File: src/rtl/axi_pc_pkg.sv
// axi_pc_pkg: shared FSM state types and AXI4 request constants for the lite-to-AXI4 protocol converter.
package axi_pc_pkg;
   typedef enum logic [2:0] {W_IDLE, W_AW, W_W, W_B, W_RESP} wr_state_e;
   typedef enum logic [1:0] {R_IDLE, R_AR, R_R, R_RESP} rd_state_e;
   localparam logic [1:0] BURST_INCR = 2'b01;
   function automatic logic [2:0] axi_size(input int unsigned data_width);
      return 3'($clog2(data_width / 8));
   endfunction
endpackage

File: src/rtl/axi_lite_to_axi_pc_wr.sv
// axi_lite_to_axi_pc_wr: write path, collects lite AW and W in any order, then issues one AXI4 AW/W/B sequence.
module axi_lite_to_axi_pc_wr
   import axi_pc_pkg::*;
#(
   parameter int AXI_ADDR_WIDTH = 32,
   parameter int AXI_DATA_WIDTH = 64
) (
   input  logic                        Clk_CI,
   input  logic                        Rst_RBI,
   input  logic [AXI_ADDR_WIDTH-1:0]   lite_aw_addr,
   input  logic                        lite_aw_valid,
   output logic                        lite_aw_ready,
   input  logic [AXI_DATA_WIDTH-1:0]   lite_w_data,
   input  logic [AXI_DATA_WIDTH/8-1:0] lite_w_strb,
   input  logic                        lite_w_valid,
   output logic                        lite_w_ready,
   output logic [1:0]                  lite_b_resp,
   output logic                        lite_b_valid,
   input  logic                        lite_b_ready,
   output logic [AXI_ADDR_WIDTH-1:0]   axi_aw_addr,
   output logic                        axi_aw_valid,
   input  logic                        axi_aw_ready,
   output logic [AXI_DATA_WIDTH-1:0]   axi_w_data,
   output logic [AXI_DATA_WIDTH/8-1:0] axi_w_strb,
   output logic                        axi_w_valid,
   input  logic                        axi_w_ready,
   input  logic [1:0]                  axi_b_resp,
   input  logic                        axi_b_valid,
   output logic                        axi_b_ready
);
   wr_state_e                   state_q, state_d;
   logic                        aw_have_q, w_have_q, aw_fire, w_fire, go;
   logic [AXI_ADDR_WIDTH-1:0]   addr_q;
   logic [AXI_DATA_WIDTH-1:0]   data_q;
   logic [AXI_DATA_WIDTH/8-1:0] strb_q;
   logic [1:0]                  resp_q;
   assign lite_aw_ready = state_q == W_IDLE && !aw_have_q;
   assign lite_w_ready  = state_q == W_IDLE && !w_have_q;
   assign aw_fire       = lite_aw_valid && lite_aw_ready;
   assign w_fire        = lite_w_valid && lite_w_ready;
   // Leave idle on the edge where the second half arrives, not a cycle later.
   assign go            = state_q == W_IDLE && (aw_have_q || aw_fire) && (w_have_q || w_fire);
   always_ff @(posedge Clk_CI) begin
      if (!Rst_RBI) begin
         state_q   <= W_IDLE;
         aw_have_q <= 1'b0;
         w_have_q  <= 1'b0;
         addr_q    <= '0;
         data_q    <= '0;
         strb_q    <= '0;
         resp_q    <= '0;
      end else begin
         state_q   <= state_d;
         aw_have_q <= go ? 1'b0 : aw_have_q || aw_fire;
         w_have_q  <= go ? 1'b0 : w_have_q || w_fire;
         if (aw_fire) addr_q <= lite_aw_addr;
         if (w_fire) begin
            data_q <= lite_w_data;
            strb_q <= lite_w_strb;
         end
         if (state_q == W_B && axi_b_valid) resp_q <= axi_b_resp;
      end
   end
   always_comb begin
      state_d = state_q;
      unique case (state_q)
         W_IDLE:  if (go) state_d = W_AW;
         W_AW:    if (axi_aw_ready) state_d = W_W;
         W_W:     if (axi_w_ready) state_d = W_B;
         W_B:     if (axi_b_valid) state_d = W_RESP;
         W_RESP:  if (lite_b_ready) state_d = W_IDLE;
         default: state_d = W_IDLE;
      endcase
   end
   assign axi_aw_valid = state_q == W_AW;
   assign axi_w_valid  = state_q == W_W;
   assign axi_b_ready  = state_q == W_B;
   assign lite_b_valid = state_q == W_RESP;
   assign axi_aw_addr  = addr_q;
   assign axi_w_data   = data_q;
   assign axi_w_strb   = strb_q;
   assign lite_b_resp  = resp_q;
endmodule

File: src/rtl/axi_lite_to_axi_pc.sv
// axi_lite_to_axi_pc: AXI4-Lite responder to AXI4 initiator converter, one outstanding read and one outstanding write.
module axi_lite_to_axi_pc
   import axi_pc_pkg::*;
#(
   parameter int AXI_ADDR_WIDTH = 32,
   parameter int AXI_DATA_WIDTH = 64,
   parameter int AXI_ID_WIDTH   = 10,
   parameter int AXI_ID_VALUE   = 0
) (
   input  logic                        Clk_CI,
   input  logic                        Rst_RBI,
   input  logic [AXI_ADDR_WIDTH-1:0]   lite_aw_addr,
   input  logic                        lite_aw_valid,
   output logic                        lite_aw_ready,
   input  logic [AXI_DATA_WIDTH-1:0]   lite_w_data,
   input  logic [AXI_DATA_WIDTH/8-1:0] lite_w_strb,
   input  logic                        lite_w_valid,
   output logic                        lite_w_ready,
   output logic [1:0]                  lite_b_resp,
   output logic                        lite_b_valid,
   input  logic                        lite_b_ready,
   input  logic [AXI_ADDR_WIDTH-1:0]   lite_ar_addr,
   input  logic                        lite_ar_valid,
   output logic                        lite_ar_ready,
   output logic [AXI_DATA_WIDTH-1:0]   lite_r_data,
   output logic [1:0]                  lite_r_resp,
   output logic                        lite_r_valid,
   input  logic                        lite_r_ready,
   output logic [AXI_ID_WIDTH-1:0]     axi_aw_id,
   output logic [AXI_ADDR_WIDTH-1:0]   axi_aw_addr,
   output logic [7:0]                  axi_aw_len,
   output logic [2:0]                  axi_aw_size,
   output logic [1:0]                  axi_aw_burst,
   output logic                        axi_aw_lock,
   output logic [3:0]                  axi_aw_cache,
   output logic [2:0]                  axi_aw_prot,
   output logic [3:0]                  axi_aw_qos,
   output logic [3:0]                  axi_aw_region,
   output logic [5:0]                  axi_aw_atop,
   output logic                        axi_aw_user,
   output logic                        axi_aw_valid,
   input  logic                        axi_aw_ready,
   output logic [AXI_DATA_WIDTH-1:0]   axi_w_data,
   output logic [AXI_DATA_WIDTH/8-1:0] axi_w_strb,
   output logic                        axi_w_last,
   output logic                        axi_w_user,
   output logic                        axi_w_valid,
   input  logic                        axi_w_ready,
   input  logic [AXI_ID_WIDTH-1:0]     axi_b_id,
   input  logic [1:0]                  axi_b_resp,
   input  logic                        axi_b_valid,
   output logic                        axi_b_ready,
   output logic [AXI_ID_WIDTH-1:0]     axi_ar_id,
   output logic [AXI_ADDR_WIDTH-1:0]   axi_ar_addr,
   output logic [7:0]                  axi_ar_len,
   output logic [2:0]                  axi_ar_size,
   output logic [1:0]                  axi_ar_burst,
   output logic                        axi_ar_lock,
   output logic [3:0]                  axi_ar_cache,
   output logic [2:0]                  axi_ar_prot,
   output logic [3:0]                  axi_ar_qos,
   output logic [3:0]                  axi_ar_region,
   output logic                        axi_ar_user,
   output logic                        axi_ar_valid,
   input  logic                        axi_ar_ready,
   input  logic [AXI_ID_WIDTH-1:0]     axi_r_id,
   input  logic [AXI_DATA_WIDTH-1:0]   axi_r_data,
   input  logic [1:0]                  axi_r_resp,
   input  logic                        axi_r_last,
   input  logic                        axi_r_valid,
   output logic                        axi_r_ready
);
   localparam logic [2:0] SIZE = axi_size(AXI_DATA_WIDTH);
   localparam logic [AXI_ID_WIDTH-1:0] ID = AXI_ID_WIDTH'(AXI_ID_VALUE);
   rd_state_e                 rd_state_q, rd_state_d;
   logic [AXI_ADDR_WIDTH-1:0] ar_addr_q;
   logic [AXI_DATA_WIDTH-1:0] r_data_q;
   logic [1:0]                r_resp_q;
   logic                      unused_inputs;
   // Single-beat transfers with a fixed ID make these fields irrelevant.
   assign unused_inputs = ^{axi_b_id, axi_r_id, axi_r_last};
   assign {axi_aw_id, axi_aw_len, axi_aw_size, axi_aw_burst} = {ID, 8'd0, SIZE, BURST_INCR};
   assign {axi_aw_lock, axi_aw_cache, axi_aw_prot, axi_aw_qos, axi_aw_region, axi_aw_atop, axi_aw_user} = '0;
   assign {axi_ar_id, axi_ar_len, axi_ar_size, axi_ar_burst} = {ID, 8'd0, SIZE, BURST_INCR};
   assign {axi_ar_lock, axi_ar_cache, axi_ar_prot, axi_ar_qos, axi_ar_region, axi_ar_user} = '0;
   assign axi_w_last = 1'b1;
   assign axi_w_user = 1'b0;
   axi_lite_to_axi_pc_wr #(
      .AXI_ADDR_WIDTH(AXI_ADDR_WIDTH),
      .AXI_DATA_WIDTH(AXI_DATA_WIDTH)
   ) i_wr (
      .Clk_CI        (Clk_CI),
      .Rst_RBI       (Rst_RBI),
      .lite_aw_addr  (lite_aw_addr),
      .lite_aw_valid (lite_aw_valid),
      .lite_aw_ready (lite_aw_ready),
      .lite_w_data   (lite_w_data),
      .lite_w_strb   (lite_w_strb),
      .lite_w_valid  (lite_w_valid),
      .lite_w_ready  (lite_w_ready),
      .lite_b_resp   (lite_b_resp),
      .lite_b_valid  (lite_b_valid),
      .lite_b_ready  (lite_b_ready),
      .axi_aw_addr   (axi_aw_addr),
      .axi_aw_valid  (axi_aw_valid),
      .axi_aw_ready  (axi_aw_ready),
      .axi_w_data    (axi_w_data),
      .axi_w_strb    (axi_w_strb),
      .axi_w_valid   (axi_w_valid),
      .axi_w_ready   (axi_w_ready),
      .axi_b_resp    (axi_b_resp),
      .axi_b_valid   (axi_b_valid),
      .axi_b_ready   (axi_b_ready)
   );
   always_ff @(posedge Clk_CI) begin
      if (!Rst_RBI) begin
         rd_state_q <= R_IDLE;
         ar_addr_q  <= '0;
         r_data_q   <= '0;
         r_resp_q   <= '0;
      end else begin
         rd_state_q <= rd_state_d;
         if (rd_state_q == R_IDLE && lite_ar_valid) ar_addr_q <= lite_ar_addr;
         if (rd_state_q == R_R && axi_r_valid) begin
            r_data_q <= axi_r_data;
            r_resp_q <= axi_r_resp;
         end
      end
   end
   always_comb begin
      rd_state_d = rd_state_q;
      unique case (rd_state_q)
         R_IDLE:  if (lite_ar_valid) rd_state_d = R_AR;
         R_AR:    if (axi_ar_ready) rd_state_d = R_R;
         R_R:     if (axi_r_valid) rd_state_d = R_RESP;
         R_RESP:  if (lite_r_ready) rd_state_d = R_IDLE;
         default: rd_state_d = R_IDLE;
      endcase
   end
   assign lite_ar_ready = rd_state_q == R_IDLE;
   assign axi_ar_valid  = rd_state_q == R_AR;
   assign axi_r_ready   = rd_state_q == R_R;
   assign lite_r_valid  = rd_state_q == R_RESP;
   assign axi_ar_addr   = ar_addr_q;
   assign lite_r_data   = r_data_q;
   assign lite_r_resp   = r_resp_q;
endmodule

File: config.mk
export PLATFORM = sky130hd
export DESIGN_NAME = axi_lite_to_axi_pc
export DESIGN_NICKNAME = d
export VERILOG_FILES = /design/src/rtl/axi_pc_pkg.sv /design/src/rtl/axi_lite_to_axi_pc_wr.sv /design/src/rtl/axi_lite_to_axi_pc.sv
export SDC_FILE = /design/constraint.sdc
export NUM_CORES = 1
export LEC_CHECK = 0
export BUFFER_PORTS_ARGS = -buffer_cell sky130_fd_sc_hd__buf_4
export CORE_AREA = 2 2 212 214
export CTS_CLUSTER_SIZE = 25
export DETAILED_ROUTE_END_ITERATION = 10
export DIE_AREA = 0 0 214 216
export MAX_ROUTING_LAYER = met4
export PLACE_DENSITY_LB_ADDON = 0.1
export SLEW_MARGIN = 20
export SYNTH_ARGS = -nofsm -noshare
export SYNTH_HDL_FRONTEND = slang
export SYNTH_HIERARCHICAL = 1
export SYNTH_SLANG_ARGS = --single-unit
File: constraint.sdc
create_clock -name Clk_CI -period 1.7 [get_ports Clk_CI]
set_input_delay 0.255 -clock Clk_CI [delete_from_list [all_inputs] [get_ports Clk_CI]]
set_output_delay 0.255 -clock Clk_CI [all_outputs]
set_load 0.05 [all_outputs]
==> results.yml <==
min_path:
  worstHoldPathType: "input pin to register"
  terminating_pin_of_the_worst_hold_path: "i_wr/state_q[0]"
  min_delay_path_depth: 4
  worstHoldStart: "axi_b_valid"
cells_and_area:
  nFillCells: 4511
  area_growth_syn_to_layout_pct: 79.08
  final_cell_area_sq_um: 16260
  fraction_of_final_layout_cells_with_drive_strength_greater_than_1_pct: 32.34
  insertedDiodeCount: 0
  layout.cells.most_common_list: "sky130_fd_sc_hd__buf_4, sky130_fd_sc_hd__nand2_1, sky130_fd_sc_hd__dlygate4sd3_1"
  most_common_cell_after_layout_fill_and_taps_aside: "sky130_fd_sc_hd__buf_4"
  number_of_nets_at_the_end_of_the_flow: 1930
pwr:
  combPwrFrac_pct: 37.5
  netSwitchingFraction_pct: 36.98
  power.share.clock_pct: 31.3
  finalPower_mw: 18.85
  seqPwrFrac_pct: 31.2
  p_per_area_nw_per_um2: 1160
  cell_internal_pwr_mw: 11.88
  irDropWorstVdd_v: 0.0006269
  switching_power_mw: 6.970
  p_leak_nw: 7.331
critical_path:
  worst_r2r_endpoint: "i_wr/axi_w_data[44]"
  critical_path_startpoint_category: "register"
  data_required_time_of_the_worst_path_ns: 2.17
  rr_worst_depth: 8
  crit_type: "register to register"
  critical_path_arrival_ns: 2.38
  reg2reg_from: "i_wr/state_q[2]"
  r2r_setup_slack_ns: -0.21
  crit_path_end_kind: "register"
  worstPathMaxFanout: 7
timing:
  layout_min_cycle_time_ns: 1.911
  fin_hold_ws_ns: 0.06992
  rsz0062_at_grt: "true"
  fin_skew_ns: 0.02547
  setup_slack_ns: -0.2112
  slew_viol_final: 0
  setup_viol: 97
  report.final.hold_viol_count: 0
  portion_of_the_clock_cycle_consumed_by_the_worst_path_in_the_final_layout_pct: 112.4
  maximum_operating_frequency_mhz: 523.2
drt:
  routed_wl_um: 32740
  wl_per_cell_um: 14.26
  postRouteAntennaNets: 0
  routed-via-count: 8774
  drtIter0Drc: 346
  drc_errors: 0
  drtPass1Iterations: 4
  detail_route.vias_per_cell: 3.821
grt:
  maximum_number_of_pins_on_one_net_before_global_route_repair: 58
  globalRoute.totalOverflow: 0
  grt_antenna_before_repair: 0
  grt_pass1_vias: 8875
  globalRouteTotalUtil_pct: 13.76
  global_route_wire_length_before_repair_um: 49820
placed_design:
  dpl_worst_slack_ns: -0.09585
  placed_wire_length_estimate_um: 22900
  port_buffers: 429
  finalWeightedCongestion: 0.7208
  detailed_place.area_sq_um: 12690
die:
  core-area_sq_um: 43840
  dieArea_sq_um: 46220
  chipHeight_um: 216
  initial_core_utilization_pct: 20.71
  std_cell_rows: 77
  pin_count: 539
  fp.dieW_um: 214
synth:
  syn_area_sq_um: 9077
  syn-mean-instance-area_sq_um: 8.770
  postSynthRegisterBits: 211
  syn_inst: 1035
  synth_cell_types: 32
  synth_seq_area_share_pct: 46.53
  synth.yosys.warnings: 6
clock_network:
  clk-insertion-delay-late_ns: 0.54
  root_buf_cell: "sky130_fd_sc_hd__clkbuf_16"
  clock_path_buffers: 3
  cts_inserted_buffers: 27
  path_clk_slew_ns: 0.06
  cts_tree: "done"
  cts_htree_levels: 1
  clock_sink_count: 211
run_status:
  violations: "negative setup slack"
  outcome: "finished with violations"
flow_run:
  max_cap_violations: 0
## state kept, by name (all words and copies together), names as in the netlist
signal	cells
i_wr/axi_w_data	64
lite_r_data	64
axi_ar_addr	32
i_wr/axi_aw_addr	32
i_wr/axi_w_strb	8
i_wr/state_q	3
i_wr/lite_b_resp	2
lite_r_resp	2
rd_state_q	2
i_wr/aw_have_q	1
i_wr/w_have_q	1
## synth_stat cells (all sizes together)
cell type,number,share of area (%)
nand2,411,17
dfxtp,211,47
buf,123,11
mux2i,108,12
a21boi,99,8.2
clkbuf,36,1.5
nor2,6,0.25
ha,5,0.69
nor2b,5,0.43
nor3b,5,0.58
a21oi,4,0.22
inv,4,0.17
o21ai,4,0.22
and2,2,0.17
conb,2,0.083
nand2b,2,0.14
or3,2,0.14
a2111oi,1,0.30
a221oi,1,0.097
and3b,1,0.11
nand3b,1,0.083
nand4b,1,0.097
nor3,1,0.055
## per-layer routing
layer	track usage (%)	part of all wire, %	vias to the layer above
met5	-	0	-
met4	4.359	2.3	0
met3	2.932	5.7	43
met2	24.32	51	258
met1	15.45	41	4028
li1	-	-	4445
## worst max-delay path by stage
stage / startpoint / end / slack (ns) / cells after the start
6_report: i_wr/state_q[2] / i_wr/axi_w_data[44] / -0.21 / 8
3_3_place_gp: i_wr/state_q[2] / i_wr/axi_aw_addr[1] / -0.05 / 5
2_1_floorplan: i_wr/state_q[2] / lite_aw_ready / -0.07 / 3
4_1_cts: i_wr/state_q[0] / lite_w_ready / -0.25 / 4
5_1_grt: i_wr/state_q[2] / lite_w_ready / -0.28 / 4
3_5_place_dp: i_wr/state_q[2] / i_wr/axi_aw_addr[29] / -0.1 / 5
## area by class of cell
cell class / instances / area, sq um / area share, %
multi-input combinational: 747 / 4119 / 25.34
sequential: 211 / 4230 / 26.02
clock buffer: 40 / 804.5 / 4.949
timing repair buffer: 697 / 6243 / 38.41
inverter: 4 / 15.01 / 0.09236
tap: 592 / 740.7 / 4.557
clock inverter: 5 / 102.6 / 0.6312
## per-stage QoR
step                setup TNS [ns]  utilization [%]  std cells
floorplan                  -0.1318                -       1121
detailed placement          -2.425            28.95       2016
CTS                         -21.36            36.57       2289
global route                -20.04            37.08       2296
global placement           -0.7777            28.95       2016
finish                      -11.61            37.08       2296
## power by group through the flow
stage	clock [mW]	sequential [mW]	combinational, mW
2_1_floorplan	0	7.82	2.54
3_3_place_gp	0	5.94	6.25
3_5_place_dp	0	5.96	6.25
4_1_cts	6.17	5.87	6.98
5_1_grt	6.35	5.95	7.49
6_report	5.89	5.88	7.08
## worst max-delay path, cell delays in order (launching register included)
cell and delay (ns):
sky130_fd_sc_hd__dfxtp_2 0.32, sky130_fd_sc_hd__or3_4 0.40, sky130_fd_sc_hd__buf_6 0.13, sky130_fd_sc_hd__buf_6 0.10
sky130_fd_sc_hd__nor3b_4 0.20, sky130_fd_sc_hd__buf_6 0.16, sky130_fd_sc_hd__clkbuf_16 0.17, sky130_fd_sc_hd__clkbuf_16 0.16
sky130_fd_sc_hd__mux2i_1 0.18
## cell families (layout without fill, tap and decap cells)
logic type / Yosys count / after routing / synth area share, %
AOI/OAI and AO/OA: 109 / 109 / 9.028
adders and majority gates: 5 / 5 / 0.6892
buffers and inverters: 163 / 746 / 12.72
DFF: 211 / 211 / 46.53
muxes: 108 / 108 / 11.91
other: 2 / 88 / 0.08273
and+or+nand+nor: 437 / 437 / 19.04
## what timing repair did
| item | CTS | global route |
|---|---|---|
| hold buffers | 209 | 0 |
| gates cloned | 4 | 6 |
| endpoints found under the setup margin | 99 | 113 |
| gates resized for setup | 37 | 25 |
| hold endpoints to repair | 208 | 0 |
| pin swaps | 1 | 5 |
| buffers inserted | 15 | 5 |
Power figures use the tool's default switching activity.
